File: src/rtl/umi_isolate_ctrl.sv
// ---------------------------------------------------------------------------
// umi_isolate_ctrl
//
// Clocked isolation controller for N independent UMI channels crossing from
// an always-on source into a switchable power domain. On iso_req it lets
// every in-flight packet run to its EOM beat and then clamps the crossing.
// Once the crossing is clamped it raises iso_ack. When iso_req drops, the
// clamp is held for SETTLE cycles before traffic passes again. A drain that
// exceeds TIMEOUT cycles forces isolation and sets a sticky timeout_err.
//
// Ports:
//   clk, reset        clock, synchronous active-high reset
//   iso_req           isolation request from the power controller
//   iso_ack           high while the domain is fully clamped (registered)
//   timeout_err       sticky: a drain timed out and isolation was forced
//   umi_in_*          UMI source side (valid/cmd/dstaddr/srcaddr/data, ready out)
//   umi_out_*         UMI switched-domain side (valid/fields out, ready in)
//   Channel i occupies bits [i*W +: W] of every packed bus.
//
// The datapath is purely combinational. Only the state, the per-channel
// in-packet flags, the drain timer, the settle counter and the flags are
// registered.
// ---------------------------------------------------------------------------
module umi_isolate_ctrl #(
    parameter int N       = 2,
    parameter int CW      = 32,
    parameter int AW      = 64,
    parameter int DW      = 256,
    parameter int TIMEOUT = 1024,
    parameter int SETTLE  = 4
) (
    input  logic            clk,
    input  logic            reset,
    input  logic            iso_req,
    output logic            iso_ack,
    output logic            timeout_err,
    input  logic [N-1:0]    umi_in_valid,
    input  logic [N*CW-1:0] umi_in_cmd,
    input  logic [N*AW-1:0] umi_in_dstaddr,
    input  logic [N*AW-1:0] umi_in_srcaddr,
    input  logic [N*DW-1:0] umi_in_data,
    output logic [N-1:0]    umi_in_ready,
    output logic [N-1:0]    umi_out_valid,
    output logic [N*CW-1:0] umi_out_cmd,
    output logic [N*AW-1:0] umi_out_dstaddr,
    output logic [N*AW-1:0] umi_out_srcaddr,
    output logic [N*DW-1:0] umi_out_data,
    input  logic [N-1:0]    umi_out_ready
);

    localparam int EOM_BIT = 22;
    // The drain timer only needs to reach TIMEOUT-1, the settle counter SETTLE-1.
    localparam int TW = (TIMEOUT > 1) ? $clog2(TIMEOUT) : 1;
    localparam int SW = (SETTLE > 1) ? $clog2(SETTLE) : 1;

    typedef enum logic [1:0] {
        ST_ACTIVE   = 2'd0,
        ST_DRAIN    = 2'd1,
        ST_ISOLATED = 2'd2,
        ST_RELEASE  = 2'd3
    } state_t;

    state_t          r_state;
    logic [N-1:0]    r_inpkt;
    logic [TW-1:0]   r_timer;
    logic [SW-1:0]   r_settle;
    logic            r_iso_ack;
    logic            r_timeout_err;

    logic            w_clamp;
    logic [N-1:0]    w_pass;
    logic [N-1:0]    w_in_ready;
    logic [N-1:0]    w_hs;
    logic [N-1:0]    w_eom;
    logic [N-1:0]    w_inpkt_nxt;
    logic            w_timeout;
    logic            w_settled;

    // Fields are forced to zero whenever the domain is clamped; reset is
    // included so nothing leaks before the state register is initialised.
    assign w_clamp = reset || (r_state == ST_ISOLATED) || (r_state == ST_RELEASE);

    // A channel may hand over beats in ACTIVE, or in DRAIN only while it is
    // still finishing a packet. In DRAIN an idle channel is gated, so a new
    // SOM can never start there.
    always_comb begin
        w_pass      = '0;
        w_eom       = '0;
        w_inpkt_nxt = '0;
        for (int i = 0; i < N; i++) begin
            w_pass[i] = !reset &&
                        ((r_state == ST_ACTIVE) ||
                         ((r_state == ST_DRAIN) && r_inpkt[i]));
            w_eom[i]  = umi_in_cmd[i*CW + EOM_BIT];
        end
        for (int i = 0; i < N; i++) begin
            w_inpkt_nxt[i] = w_hs[i] ? !w_eom[i] : r_inpkt[i];
        end
    end

    assign w_in_ready = umi_out_ready & w_pass;
    assign w_hs       = umi_in_valid & w_in_ready;

    assign umi_in_ready    = w_in_ready;
    assign umi_out_valid   = umi_in_valid & w_pass;
    assign umi_out_cmd     = w_clamp ? '0 : umi_in_cmd;
    assign umi_out_dstaddr = w_clamp ? '0 : umi_in_dstaddr;
    assign umi_out_srcaddr = w_clamp ? '0 : umi_in_srcaddr;
    assign umi_out_data    = w_clamp ? '0 : umi_in_data;

    assign w_timeout = (TIMEOUT > 0) && (r_timer == TW'(TIMEOUT - 1));
    assign w_settled = (r_settle == SW'(SETTLE - 1));

    assign iso_ack     = r_iso_ack;
    assign timeout_err = r_timeout_err;

    always_ff @(posedge clk) begin
        if (reset) begin
            r_state       <= ST_ISOLATED;
            r_inpkt       <= '0;
            r_timer       <= '0;
            r_settle      <= '0;
            r_iso_ack     <= 1'b1;
            r_timeout_err <= 1'b0;
        end else begin
            case (r_state)
                ST_ACTIVE: begin
                    r_inpkt <= w_inpkt_nxt;
                    if (iso_req) begin
                        r_state       <= ST_DRAIN;
                        r_timer       <= '0;
                        r_timeout_err <= 1'b0;
                    end
                end
                ST_DRAIN: begin
                    // A withdrawn request wins over drain completion and
                    // keeps any partially sent packets alive.
                    if (!iso_req) begin
                        r_state <= ST_ACTIVE;
                        r_inpkt <= w_inpkt_nxt;
                    end else if (w_inpkt_nxt == '0) begin
                        r_state   <= ST_ISOLATED;
                        r_inpkt   <= '0;
                        r_iso_ack <= 1'b1;
                    end else if (w_timeout) begin
                        // Forced isolation: the stuck packets are abandoned.
                        r_state       <= ST_ISOLATED;
                        r_inpkt       <= '0;
                        r_iso_ack     <= 1'b1;
                        r_timeout_err <= 1'b1;
                    end else begin
                        r_inpkt <= w_inpkt_nxt;
                        r_timer <= r_timer + TW'(1);
                    end
                end
                ST_ISOLATED: begin
                    if (!iso_req) begin
                        r_state   <= ST_RELEASE;
                        r_settle  <= '0;
                        r_iso_ack <= 1'b0;
                    end
                end
                ST_RELEASE: begin
                    if (iso_req) begin
                        r_state   <= ST_ISOLATED;
                        r_settle  <= '0;
                        r_iso_ack <= 1'b1;
                    end else if (w_settled) begin
                        r_state <= ST_ACTIVE;
                    end else begin
                        r_settle <= r_settle + SW'(1);
                    end
                end
                default: begin
                    r_state   <= ST_ISOLATED;
                    r_inpkt   <= '0;
                    r_iso_ack <= 1'b1;
                end
            endcase
        end
    end

endmodule
File: config.mk
export PLATFORM = sky130hd
export DESIGN_NAME = umi_isolate_ctrl
export DESIGN_NICKNAME = d
export VERILOG_FILES = /design/src/rtl/umi_isolate_ctrl.sv
export SDC_FILE = /design/constraint.sdc
export NUM_CORES = 1
export LEC_CHECK = 0
export CAP_MARGIN = 0
export CORE_AREA = 2 2 648 650
export CTS_CLUSTER_SIZE = 28
export DETAILED_ROUTE_END_ITERATION = 12
export DIE_AREA = 0 0 650 652
export SYNTH_ARGS = -nofsm -noshare
export SYNTH_HDL_FRONTEND = slang
export SYNTH_SLANG_ARGS = --single-unit
export TNS_END_PERCENT = 50
File: constraint.sdc
create_clock -name clk -period 2.37 [get_ports clk]
set_input_delay 0.237 -clock clk [delete_from_list [all_inputs] [get_ports clk]]
set_output_delay 0.237 -clock clk [all_outputs]
set_load 0.05 [all_outputs]
==> results.cfg <==
[status]
status = finished clean

[critical_path]
critical_path.endpoint_type = output port
cp-start-kind = flop
r2r_start = r_state[0]
worst_ep_arrival_time_ns = 2.03
reg2reg_depth = 6
cp.required_ns = 2.13
critPathMaxFanout = 26
reg2reg_to = r_timer[4]
ff2ff_setup_slack_ns = 0.21
crit_type = flop to output port

[grt]
grt_antenna_before_repair = 346
grt_start_max_net_pins = 47
grt_usage_pct = 16.5
grt_pass1_vias = 16900
grt_overflow = 0
grt_pass1_wl_mm = 403

[yosys]
synth_warnings = 0
synth_common_cells = 836 x and2_1, 97 x clkbuf_1, 18 x dfxtp_1, 16 x nand2_1, 11 x nor2_1
ys.flop_type = dfxtp_1
syn-num-nets = 1909
yosysUniqueCellTypes = 39
yosys-top-cells-area = and2_1 79%, clkbuf_1 5.5%, dfxtp_1 5.4%
synth-seq-cells = 18
syn_inst = 1068
synth_edf_count = 0
syn_area_per_cell_um2 = 6.21
async_reset_ff_share_pct = 0
netlist_area_um2 = 6640
yosysSeqAreaShare_pct = 5.43
yosysTopAreaCellShare_pct = 78.8
synth_most_common_cell = and2_1
yosysTopAreaCell = and2_1

[floorplanning]
num_rows = 237
initial_core_util_pct = 1.60
fp.dieH_um = 652
die_area_um2 = 424000
io_pins = 1677
coreArea_um2 = 416000
die_width_um = 650

[route]
vias = 17000
drt_iter0_drc = 667
first_pass_iters = 5
drt.antenna.violating_nets = 0
drc_errors = 0
routed_wl_mm = 362
avgViaCountPerCell = 1.97
wl_per_cell_um = 42.0

[clock_tree]
root_buffer = clkbuf_16
cts_buffers = 3
cts_tree = yes
htree_levels = 1
clock_latency_ns = 0.26
cts.clk_slew.worst_paths_ns = 0.06
cts_buffer_depth = 2
cts_hold_buf = 0
cts_sinks = 18

[cells_and_area]
post-route-util_pct = 10.2
nets = 3712
final_cell_area_um2 = 42600
finalNonFillerCells = 8632
syn2layout_area_growth_pct = 541
drive_gt1_share_pct = 38.6

[placement]
dpl_cell_area_um2 = 41400
place_inst = 8348
io_buffers = 1676
dpl.hpwl_mm = 348
dp_slack_ns = -0.709
place_congestion = 1.01

[timing]
slew_headroom_pct = 40.3
setup_slack_ns = 0.101
hold_viol_final = 0
fin_crit_sh_pct = 95.7
finalMaxSlewViolations = 0
rsz0062_at_grt = no
worstMarginPinSlew_ns = 0.893
skew_ns = 0.00330
period_minus_slack_ns = 2.27
finalSetupViolations = 0
fmax_mhz = 441

[hold_path]
hold_start = reset
hold_class = primary input to flop
worstHoldEndpoint = r_settle[0]
holdPathStages = 2

[power]
ir_worst_vdd_v = 0.000174
power_leakage_nw = 14.6
powerDensity_nw_per_um2 = 70.9

[flow_run]
drv_cap = 0
[routing by layer]
| layer | vias to the layer above | share of wire [%] | GRT usage, % |
|---|---|---|---|
| met3 | 537 | 8.2 | 6.08 |
| met4 | 74 | 3.7 | 3.83 |
| met1 | 7824 | 29 | 13.6 |
| met2 | 1456 | 59 | 35.5 |
| met5 | - | 0.13 | 0 |
| li1 | 7131 | - | - |
[worst max-delay path by stage]
stage                           to  slack [ns]  depth (start not counted)
2_1_floorplan      umi_out_data[0]        0.31                          6
3_3_place_gp      umi_out_data[24]       -0.70                          7
3_5_place_dp      umi_out_data[24]       -0.71                          7
4_1_cts          umi_out_data[365]        0.04                          8
5_1_grt                 r_timer[4]        0.02                          6
6_report       umi_out_srcaddr[75]        0.10                          8
[layout by cell type (no fill, tap or decap), types with 4 or more instances in the layout]
cell type,n
buf_12,959
clkdlybuf4s50_1,835
and2_1,795
diode_2,265
buf_4,84
and2_4,22
and2_2,19
dfxtp_1,17
nand2_1,16
nor2_1,10
nand3_1,10
a21oi_1,9
buf_16,9
inv_1,8
a31oi_1,8
nor3_1,6
o21ai_0,5
nand4_1,4
o211ai_1,4
o311ai_0,4
[state kept, by name, indices dropped and copies added (netlist names), named ones only]
signal	cells
timeout_err	1
r_state	1
r_timer	10
r_settle	2
iso_ack	1
r_inpkt	2
[critical path: stages, from the launching register on]
cell and delay (ns):
dfxtp_2 0.36, nor2_4 0.22, buf_12 0.19, buf_16 0.16, buf_4 0.14, buf_16 0.15
and2_2 0.22, buf_4 0.14, buf_12 0.13
[report_power, final]
group | total (W) | internal [W] | switching (W)
clock network | 0.000391 | 0.000258 | 0.000134
registers | 0.000313 | 0.000306 | 0.00000694
logic | 0.00231 | 0.00125 | 0.00106
total | 0.00302 | 0.00182 | 0.00120
[per-stage QoR]
stage,TNS (ns),hold WS (ns),power (W)
final,0,0.278,0.00302
after global routing,0,0.295,0.00310
after CTS,0,0.284,0.00310
after detailed placement,-207.86,0.484,0.00269
after global placement,-201.90,0.500,0.00273
after floorplan,0,0.342,0.000355
[final cells by class]
| type | instances | area, um^2 |
|---|---|---|
| antenna | 265 | 663 |
| fill | 47800 | 373000 |
| tap | 5497 | 6880 |
| timing repair buffer | 1897 | 28600 |
| multi-input combinational | 943 | 5960 |
| clock buffer | 4 | 88.8 |
| inverter | 8 | 30.0 |
| sequential | 18 | 362 |
[cell families after synthesis]
group,share of synthesized area (%)
and+or+nand+nor,83.8
buffers and inverters,6.18
AOI/OAI and AO/OA,4.18
DFF,5.43
adders and majority gates,0.377
[repair_timing]
action	in CTS	in global routing
resized for setup	79	2
setup buffers	10	0
pin swaps	1	0
endpoints found under the setup margin	822	1
gates cloned	5	0
Note: power is estimated with default switching activity, not from simulation.
